### config.mk
export PLATFORM = sky130hd
export DESIGN_NAME = axis_rr_arbiter
export DESIGN_NICKNAME = d
export VERILOG_FILES = /design/src/rtl/axis_arb_pkg.sv /design/src/rtl/axis_skid_buf.sv /design/src/rtl/axis_rr_arbiter.sv
export SDC_FILE = /design/constraint.sdc
export NUM_CORES = 1
export LEC_CHECK = 0
export ABC_CLOCK_PERIOD_IN_PS = 3500
export CAP_MARGIN = 15
export CORE_ASPECT_RATIO = 0.75
export CORE_MARGIN = 2
export CORE_UTILIZATION = 40
export CTS_CLUSTER_SIZE = 28
export DETAILED_ROUTE_END_ITERATION = 10
export GPL_TIMING_DRIVEN = 0
export PLACE_DENSITY = 0.84
export SETUP_SLACK_MARGIN = 0.4
export SLEW_MARGIN = 5
export SYNTH_ARGS = -nofsm -noshare
export SYNTH_HDL_FRONTEND = slang
export SYNTH_SLANG_ARGS = --single-unit
### constraint.sdc
create_clock -name clk -period 3.5 [get_ports clk]
set_input_delay 0.7 -clock clk [delete_from_list [all_inputs] [get_ports clk]]
set_output_delay 0.7 -clock clk [all_outputs]
set_load 0.01 [all_outputs]
### src/rtl/axis_arb_pkg.sv
// Shared types and helpers for the packet-granular AXI-Stream round-robin arbiter.
// rr_pick works on a 16-bit request vector; unused upper requests must be zero.
package axis_arb_pkg;

    typedef enum logic {
        IDLE = 1'b0,
        BUSY = 1'b1
    } arb_state_t;

    localparam int SKID_DEPTH = 2;
    localparam int MAX_SRC    = 16;

    // With req bits at and above N_SRC held at zero, a modulo-16 scan from ptr
    // picks the same winner as a modulo-N_SRC scan.
    function automatic logic [3:0] rr_pick(input logic [MAX_SRC-1:0] req, input logic [3:0] ptr);
        logic [3:0] idx;
        logic       found;
        rr_pick = ptr;
        found   = 1'b0;
        for (int i = 0; i < MAX_SRC; i++) begin
            idx = ptr + 4'(i);
            if (!found && req[idx]) begin
                rr_pick = idx;
                found   = 1'b1;
            end
        end
    endfunction

endpackage

### src/rtl/axis_skid_buf.sv
// Two-entry registered buffer carrying one concatenated stream beat per entry.
// The head register drives the output directly, so o_data is stable until popped.
module axis_skid_buf
    import axis_arb_pkg::*;
#(
    parameter int WIDTH = 8
) (
    input  logic             clk,
    input  logic             rst_n,
    input  logic             i_push,
    input  logic [WIDTH-1:0] i_data,
    output logic             o_full,
    input  logic             i_pop,
    output logic             o_empty,
    output logic [WIDTH-1:0] o_data
);

    logic [WIDTH-1:0] r_head;
    logic [WIDTH-1:0] r_tail;
    logic [1:0]       r_count;
    logic             w_push;
    logic             w_pop;

    assign o_full  = (r_count == 2'(SKID_DEPTH));
    assign o_empty = (r_count == 2'd0);
    assign o_data  = r_head;
    assign w_push  = i_push && !o_full;
    assign w_pop   = i_pop && !o_empty;

    // NOTE: the data registers are reset too, because the output fields must read zero during reset.
    always_ff @(posedge clk or negedge rst_n) begin
        if (!rst_n) begin
            r_head  <= '0;
            r_tail  <= '0;
            r_count <= 2'd0;
        end else begin
            case ({w_push, w_pop})
                2'b10: begin
                    if (r_count == 2'd0) r_head <= i_data;
                    else                 r_tail <= i_data;
                    r_count <= r_count + 2'd1;
                end
                2'b01: begin
                    r_head  <= r_tail;
                    r_count <= r_count - 2'd1;
                end
                2'b11: r_head <= i_data;  // only reachable at count 1
                default: ;
            endcase
        end
    end

endmodule

### src/rtl/axis_rr_arbiter.sv
// Packet-granular round-robin arbiter sharing one AXI-Stream output among N_SRC sources.
// A grant is held from the first beat until the tlast beat has been accepted.
module axis_rr_arbiter
    import axis_arb_pkg::*;
#(
    parameter int N_SRC      = 4,
    parameter int DATA_WIDTH = 32,
    parameter int ID_WIDTH   = 1,
    parameter int DEST_WIDTH = 1,
    parameter int USER_WIDTH = 1
) (
    input  logic                             clk,
    input  logic                             rst_n,
    input  logic [N_SRC-1:0]                 s_axis_tvalid,
    output logic [N_SRC-1:0]                 s_axis_tready,
    input  logic [N_SRC*DATA_WIDTH-1:0]      s_axis_tdata,
    input  logic [N_SRC*(DATA_WIDTH/8)-1:0]  s_axis_tstrb,
    input  logic [N_SRC*(DATA_WIDTH/8)-1:0]  s_axis_tkeep,
    input  logic [N_SRC-1:0]                 s_axis_tlast,
    input  logic [N_SRC*ID_WIDTH-1:0]        s_axis_tid,
    input  logic [N_SRC*DEST_WIDTH-1:0]      s_axis_tdest,
    input  logic [N_SRC*USER_WIDTH-1:0]      s_axis_tuser,
    output logic                             m_axis_tvalid,
    input  logic                             m_axis_tready,
    output logic [DATA_WIDTH-1:0]            m_axis_tdata,
    output logic [DATA_WIDTH/8-1:0]          m_axis_tstrb,
    output logic [DATA_WIDTH/8-1:0]          m_axis_tkeep,
    output logic                             m_axis_tlast,
    output logic [ID_WIDTH-1:0]              m_axis_tid,
    output logic [DEST_WIDTH-1:0]            m_axis_tdest,
    output logic [USER_WIDTH-1:0]            m_axis_tuser,
    output logic [N_SRC-1:0]                 grant,
    output logic                             busy
);

    localparam int PTR_W  = (N_SRC > 1) ? $clog2(N_SRC) : 1;
    localparam int STRB_W = DATA_WIDTH / 8;
    localparam int BEAT_W = DATA_WIDTH + 2 * STRB_W + 1 + ID_WIDTH + DEST_WIDTH + USER_WIDTH;

    arb_state_t        r_state;
    logic [PTR_W-1:0]  r_ptr;
    logic [PTR_W-1:0]  r_g;
    logic [N_SRC-1:0]  r_grant;
    logic [PTR_W-1:0]  w_pick;
    logic [N_SRC-1:0]  w_pick_onehot;
    logic              w_sel_valid;
    logic              w_sel_last;
    logic [BEAT_W-1:0] w_sel_beat;
    logic [BEAT_W-1:0] w_out_beat;
    logic              w_full;
    logic              w_empty;
    logic              w_push;
    logic              w_pop;

    assign w_pick = PTR_W'(rr_pick(MAX_SRC'(s_axis_tvalid), 4'(r_ptr)));

    // NOTE: every always_comb output gets a default first so no path leaves it unassigned (no latch).
    always_comb begin
        w_sel_valid   = 1'b0;
        w_sel_beat    = '0;
        w_pick_onehot = '0;
        for (int i = 0; i < N_SRC; i++) begin
            w_pick_onehot[i] = (w_pick == PTR_W'(i));
            if (r_g == PTR_W'(i)) begin
                w_sel_valid = s_axis_tvalid[i];
                w_sel_beat  = {s_axis_tdata[i*DATA_WIDTH +: DATA_WIDTH],
                               s_axis_tstrb[i*STRB_W +: STRB_W],
                               s_axis_tkeep[i*STRB_W +: STRB_W],
                               s_axis_tlast[i],
                               s_axis_tid[i*ID_WIDTH +: ID_WIDTH],
                               s_axis_tdest[i*DEST_WIDTH +: DEST_WIDTH],
                               s_axis_tuser[i*USER_WIDTH +: USER_WIDTH]};
            end
        end
    end

    assign w_sel_last    = w_sel_beat[ID_WIDTH + DEST_WIDTH + USER_WIDTH];
    assign w_push        = (r_state == BUSY) && w_sel_valid && !w_full;
    assign w_pop         = m_axis_tvalid && m_axis_tready;
    assign s_axis_tready = ((r_state == BUSY) && !w_full) ? r_grant : '0;
    assign grant         = r_grant;
    assign busy          = (r_state == BUSY);
    assign m_axis_tvalid = !w_empty;

    // NOTE: state registers use non-blocking assignments so every flop samples pre-edge values.
    always_ff @(posedge clk or negedge rst_n) begin
        if (!rst_n) begin
            r_state <= IDLE;
            r_ptr   <= '0;
            r_g     <= '0;
            r_grant <= '0;
        end else begin
            case (r_state)
                IDLE: begin
                    if (|s_axis_tvalid) begin
                        r_state <= BUSY;
                        r_g     <= w_pick;
                        r_grant <= w_pick_onehot;
                    end
                end
                BUSY: begin
                    if (w_push && w_sel_last) begin
                        r_state <= IDLE;
                        r_grant <= '0;
                        r_ptr   <= (r_g == PTR_W'(N_SRC - 1)) ? '0 : r_g + PTR_W'(1);
                    end
                end
                default: r_state <= IDLE;
            endcase
        end
    end

    axis_skid_buf #(
        .WIDTH (BEAT_W)
    ) u_skid (
        .clk     (clk),
        .rst_n   (rst_n),
        .i_push  (w_push),
        .i_data  (w_sel_beat),
        .o_full  (w_full),
        .i_pop   (w_pop),
        .o_empty (w_empty),
        .o_data  (w_out_beat)
    );

    assign {m_axis_tdata, m_axis_tstrb, m_axis_tkeep, m_axis_tlast,
            m_axis_tid, m_axis_tdest, m_axis_tuser} = w_out_beat;

endmodule
# Yosys cells after proc, flatten, opt, wreduce, memory -nomap -nowiden
# Index checks and enable logic that the tools add are counted.
# Widths: inputs -> output; s select.
dict set report word_totals {
  inputBits 183
  wordCells 187
  out_inout_bits 54
  register_bits 99
}
dict set report classes {
  add_sub_neg 18
  n_bitwise 2
  n_eq_ne 13
  magnitude_cmp 16
  reduce_logical 50
  muxes 81
}
# operator count
set ops {}
lappend ops {{$mux 44} 5}
lappend ops {{$pmux 44 s3} 1}
lappend ops {{$bmux 1 s4} 15}
lappend ops {{$lt 4x5->1 const B} 12}
lappend ops {{$mux 1} 37}
lappend ops {{$mux 2} 16}
lappend ops {{$logic_and 1x1->1} 22}
lappend ops {{$logic_not 1->1} 17}
lappend ops {{$add 2x3->4 const B} 4}
lappend ops {{$add 2x4->4 const B} 4}
lappend ops {{$lt 3x5->1 const B} 3}
lappend ops {{$eq 2x2->1 const B} 7}
lappend ops {{$mux 4} 3}
lappend ops {{$reduce_and 2->1} 5}
lappend ops {{$add 3x3->4 const B} 2}
lappend ops {{$pmux 4 s2} 1}
lappend ops {{$add 2x2->3 const B} 2}
lappend ops {{$eq 2x1->1 const B} 3}
lappend ops {{$logic_not 2->1} 3}
lappend ops {{$lt 2x5->1 const B} 1}
lappend ops {{$add 2x1->2 const B} 2}
lappend ops {{$add 3x1->4 const B} 1}
lappend ops {{$add 3x2->4 const B} 1}
lappend ops {{$ne 2x1->1 const B} 2}
lappend ops {{10 further kinds} 11}

# Longest topological paths before layout
dict set report logic_depth {
  word_depth 51
  ltp_mapped 13
  depth_no_buf 11
}

# Cells and area by module
# A second synthesis with hierarchy kept.
dict set report unflattened {
  hier_cells 594
  area_unflattened_um2 6075.8
}
# module n_inst cells_per_inst area_each_um2
set modules_own_cells {}
lappend modules_own_cells {axis_skid_buf 1 251 3943.8}
lappend modules_own_cells {axis_rr_arbiter 1 343 2132.0}

# Worst setup path before layout
# Ideal clock, no wire load.
dict set report synth_path {
  kind {reg2reg}
  start {register r_g[1]}
  end {register u_skid.r_head[15] (netlist: u_skid.o_data[15])}
  stages_incl_launch_ff 14
  t_arrival_ps 2517
  setup_slack_ps 856
  setup_ps 128
  period_less_slack_ps 2644
  cell_sequence {dfrtp_1 > inv_1 > ha_1 > buf_2 > nand3b_1 > a31oi_1 > nand2_1 > a21boi_2 > inv_1 > ha_1 > clkbuf_1 > clkbuf_1 > mux2i_1 > mux2_1}
}
dict set report synth_via {
  elab_chain_len 11
  word_cells_on_any_way 23
}
# item line
set synth_lines {}
lappend synth_lines {{start: declaration} axis_rr_arbiter.sv:42} ;# logic [PTR_W-1:0] r_g;
lappend synth_lines {{start signal: assignment} axis_rr_arbiter.sv:97} ;# r_g <= w_pick;
lappend synth_lines {{$logic_not 2->1} axis_rr_arbiter.sv:64} ;# if (r_g == PTR_W'(i)) begin
lappend synth_lines {{$mux 1 (4 in a row)} axis_rr_arbiter.sv:64}
lappend synth_lines {{$logic_and 1x1->1 (2 in a row)} axis_rr_arbiter.sv:78} ;# assign w_push = (r_state == BUSY) && w_sel_valid && !w_full;
lappend synth_lines {{$logic_and 1x1->1} axis_skid_buf.sv:27} ;# assign w_push = i_push && !o_full;
lappend synth_lines {{$eq 2x2->1 / $eq 2x1->1 (equally long branches)} axis_skid_buf.sv:37} ;# case ({w_push, w_pop})
lappend synth_lines {{$ne 2x1->1 (no line) / $reduce_bool 3->1 (equally long branches)} --}
lappend synth_lines {{$reduce_and 2->1 (no line)} --}
lappend synth_lines {{end signal: assignment} axis_skid_buf.sv:39} ;# if (r_count == 2'd0) r_head <= i_data;
lappend synth_lines {{end signal: assignment} axis_skid_buf.sv:44} ;# r_head <= r_tail;
lappend synth_lines {{end signal: assignment} axis_skid_buf.sv:47} ;# 2'b11: r_head <= i_data;
lappend synth_lines {{end: declaration} axis_skid_buf.sv:18} ;# logic [WIDTH-1:0] r_head;
# Several ways; a longest one is shown, not always the timed one. The select of a mux whose other input is x is not followed.
# A chain may end at the register's enable or synchronous reset.

# Worst setup path after layout
dict set report layout_path {
  start {register r_g[1]}
  end {register u_skid.r_head[38] (netlist: u_skid.o_data[38])}
}
# The elaborated chain is that of the path after synthesis.

==> run metrics <==
Design Area, Final ~0.0094 sq mm; sequential share of the synthesized area 0.388; clk buf depth 2; unrepaired setup endpoints after global routing yes; first-pass GRT wire length 32600 microns; largest family of logic cells by synthesized area compound AO/OA/AOI/OAI gates; fill count about 1300; Synth Area in Simple Gates 0.124; worst path cell trace ha_1 > clkbuf_1 > nand2_1 > a21boi_2 > inv_1 > ha_1 > clkbuf_2 > clkbuf_4 > mux2i_1 > mux2_2; Top-Level Pins approximately 240; Area after DPL about 0.0090 sq mm; outcome finished clean; critical path type reg -> reg; Die H 113 microns; Routed Antenna Nets 0; cells after synthesis 703; startpoint types flop; Worst Clk Skew 0.00846 ns; share of flip-flops with an asynchronous set or reset 1.00; Finish-stage setup viols 0; pin count of the biggest net entering global routing 58; total CTS buffers 9; synthesized area 0.00638 sq mm; Sequential Power Share 0.235; Tightest Pin Transition between 0.7 and 0.8 ns; Adder-Cell Fraction of Synth Area 0.0157; mux cell area share after synthesis 0.171; CTS tree yes; Rel. slew slack 0.490; initial core utilization 0.414; share of cells above drive strength 1 0.106; Gate power share 0.637; Setup crit end kind flop; R2R Setup Slk 0.56 ns; Internal 4.86 mW; vias in the first global route 6314; grt total ovfl 0; Top cell by count, worst path ha_1; path depth of the worst reg2reg path 10; num rows 39; Post-synth EDFFs 0; r2r endpoint u_skid.o_data[38]; Die ar. 0.0170 sq mm; Crit Reg-Reg Startpoint r_g[1]; dpl ws -0.262 ns; fmax ~340 MHz; top cells by area, synth dfrtp_1, nand2_1, mux2_2; Crit Path Max Fanout 10; CP Data Arrival Time roughly 3.2 ns; cell taking the most area after synthesis dfrtp_1; Mean Syn Cell Area 9.07 sq um; area share of the largest cell type after synthesis 0.388; ys flop type dfrtp_1; Vias 6184; fin. max-slew vios 0; DRT Pass-1 Iters 5; setup TNS 0 ns; CP Data Required Time 3.74 ns; CORE AREA 0.0154 sq mm; Total Power 8.49 mW; htree depth 3; VDD IR-drop max 0.347 mV; Max Cap Violations 0; clk sinks 99; die span in x 150 microns; nets 1142; most frequent cell after synthesis nand2_1; Synth Area in Compound Gates 0.229; Placed Cells 1145; switching pwr 3.63 mW; area grow syn2layout 46.9%; Hold Crit Class in -> async; syn_nets 894; final setup margin about 0.56 ns; GRT Util Overall 0.246; CP max stage cell clkbuf_1; antenna violations before repair 0; PD cells 906 mW/mm^2; clk root buf clkbuf_16; overall routed net length 20800 microns; Synth Area in XOR/XNOR 0.00412; flops & latches, synth slightly below 100; switch share 0.428; Ys Warns 0; ant diodes 0; top post-synthesis cells by count nand2_1, dfrtp_1, inv_1; Vias/cell 5.33; clock share of power 0.129; Clock Pin Slew Worst Setup and Hold Paths around 0.070 ns; crit path time final 2.94 ns; Wirelength per Cell 17.9 microns; fin cells 1161; RePlAce Congestion around 0.84; Final Util 0.608; Worst path max stage delay 0.59 ns; library cells used by synthesis 59; leakage power about 4 nW; Final Hold Vio Count 0; fin crit share 0.841; initial DRC count between 300 and 400; hpwl dp ~16000 microns; port bufs roughly 240; clk_lat worst skew ~0.35 ns; drt drc 0; WHS 0.356 ns
how the worst max path moves through the flow:
| stage | from | to | cells after the start |
|---|---|---|---|
| 3_3_place_gp | rst_n | u_skid.o_data[30] | 1 |
| 5_1_grt | r_g[1] | u_skid.o_data[39] | 13 |
| 2_1_floorplan | r_g[1] | u_skid.o_data[15] | 13 |
| 3_5_place_dp | s_axis_tvalid[2] | u_skid.o_data[29] | 11 |
| 4_1_cts | r_g[0] | u_skid.r_tail[29] | 13 |
| 6_report | r_g[1] | u_skid.o_data[38] | 10 |
placed cells by master (no fill, tap or decap), types with 2 or more instances in the layout:
cell	count
ha_1	8
buf_2	6
buf_6	2
clkbuf_1	32
o21ai_0	47
mux2_2	45
clkbuf_16	9
clkbuf_2	4
buf_4	2
or2_2	2
mux2i_1	46
bufinv_16	2
nand4_1	2
o211ai_1	45
clkbuf_4	4
clkdlybuf4s50_1	234
nor3_1	2
inv_6	3
mux2_1	2
a32o_2	2
nand3_1	4
a31oi_1	5
nand2_1	146
clkinv_2	2
and2_1	4
nand3b_1	3
inv_1	54
buf_1	4
a21oi_1	44
dfrtp_1	99
o211a_1	43
mux2_4	2
nor2_1	6
xnor2_1	3
nor2b_1	4
registers in the layout, summed over array words and instances, names as in the netlist:
| name | count |
|---|---|
| u_skid.r_count | 2 |
| u_skid.r_tail | 44 |
| r_g | 2 |
| u_skid.o_data | 44 |
| busy | 1 |
| r_ptr | 2 |
| grant | 4 |
cell families after synthesis:
group                    Yosys count
AO/OA/AOI/OAI                    202
XOR/XNOR                           3
adder cells (fa/ha/maj)            8
buffers and inverters            109
flip-flops                        99
multiplexers                      98
AND/OR/NAND/NOR                  184
worst max-delay path: cells and delay by family (launching register included):
family                   cells  cell delay [ns]
flip-flops                   1             0.43
adder cells (fa/ha/maj)      2             0.37
AND/OR/NAND/NOR              1             0.14
buffers and inverters        4             1.21
AO/OA/AOI/OAI                1             0.24
multiplexers                 2             0.42
area by class of cell:
cell class	instances	area, sq um	area share
buffer	53	245	0.0262
clock buffer	9	225	0.0240
clock inverter	7	98.8	0.0105
inverter	56	211	0.0226
multi-input combinational	495	3470	0.370
sequential	99	2480	0.264
tap	205	256	0.0274
timing repair buffer	237	2390	0.255
metal layers:
metal	GRT usage	wire, microns	vias to the layer above
met3	0.0706	1750	26
met4	0.0635	344	0
met1	0.313	8930	2947
met2	0.413	9810	242
met5	0	0	-
li1	-	-	2969
power groups by stage:
stage	Clock, mW	Combinational (mW)	Sequential [mW]
floorplan	0	3.40	2.08
global placement	0	5.25	1.97
detailed placement	0	5.38	2.01
CTS	1.11	5.42	1.99
global route	1.16	5.96	2.06
finish	1.09	5.41	1.99
what timing repair did:
| item | in CTS | in global routing |
|---|---|---|
| endpoints found under the hold margin | 0 | 0 |
| resized for setup | 10 | 9 |
| hold buffers | 0 | 0 |
| endpoints found under the setup margin | 40 | 60 |
| setup buffers | 0 | 0 |
| gates cloned | 0 | 0 |
Power figures use the tool's default switching activity.
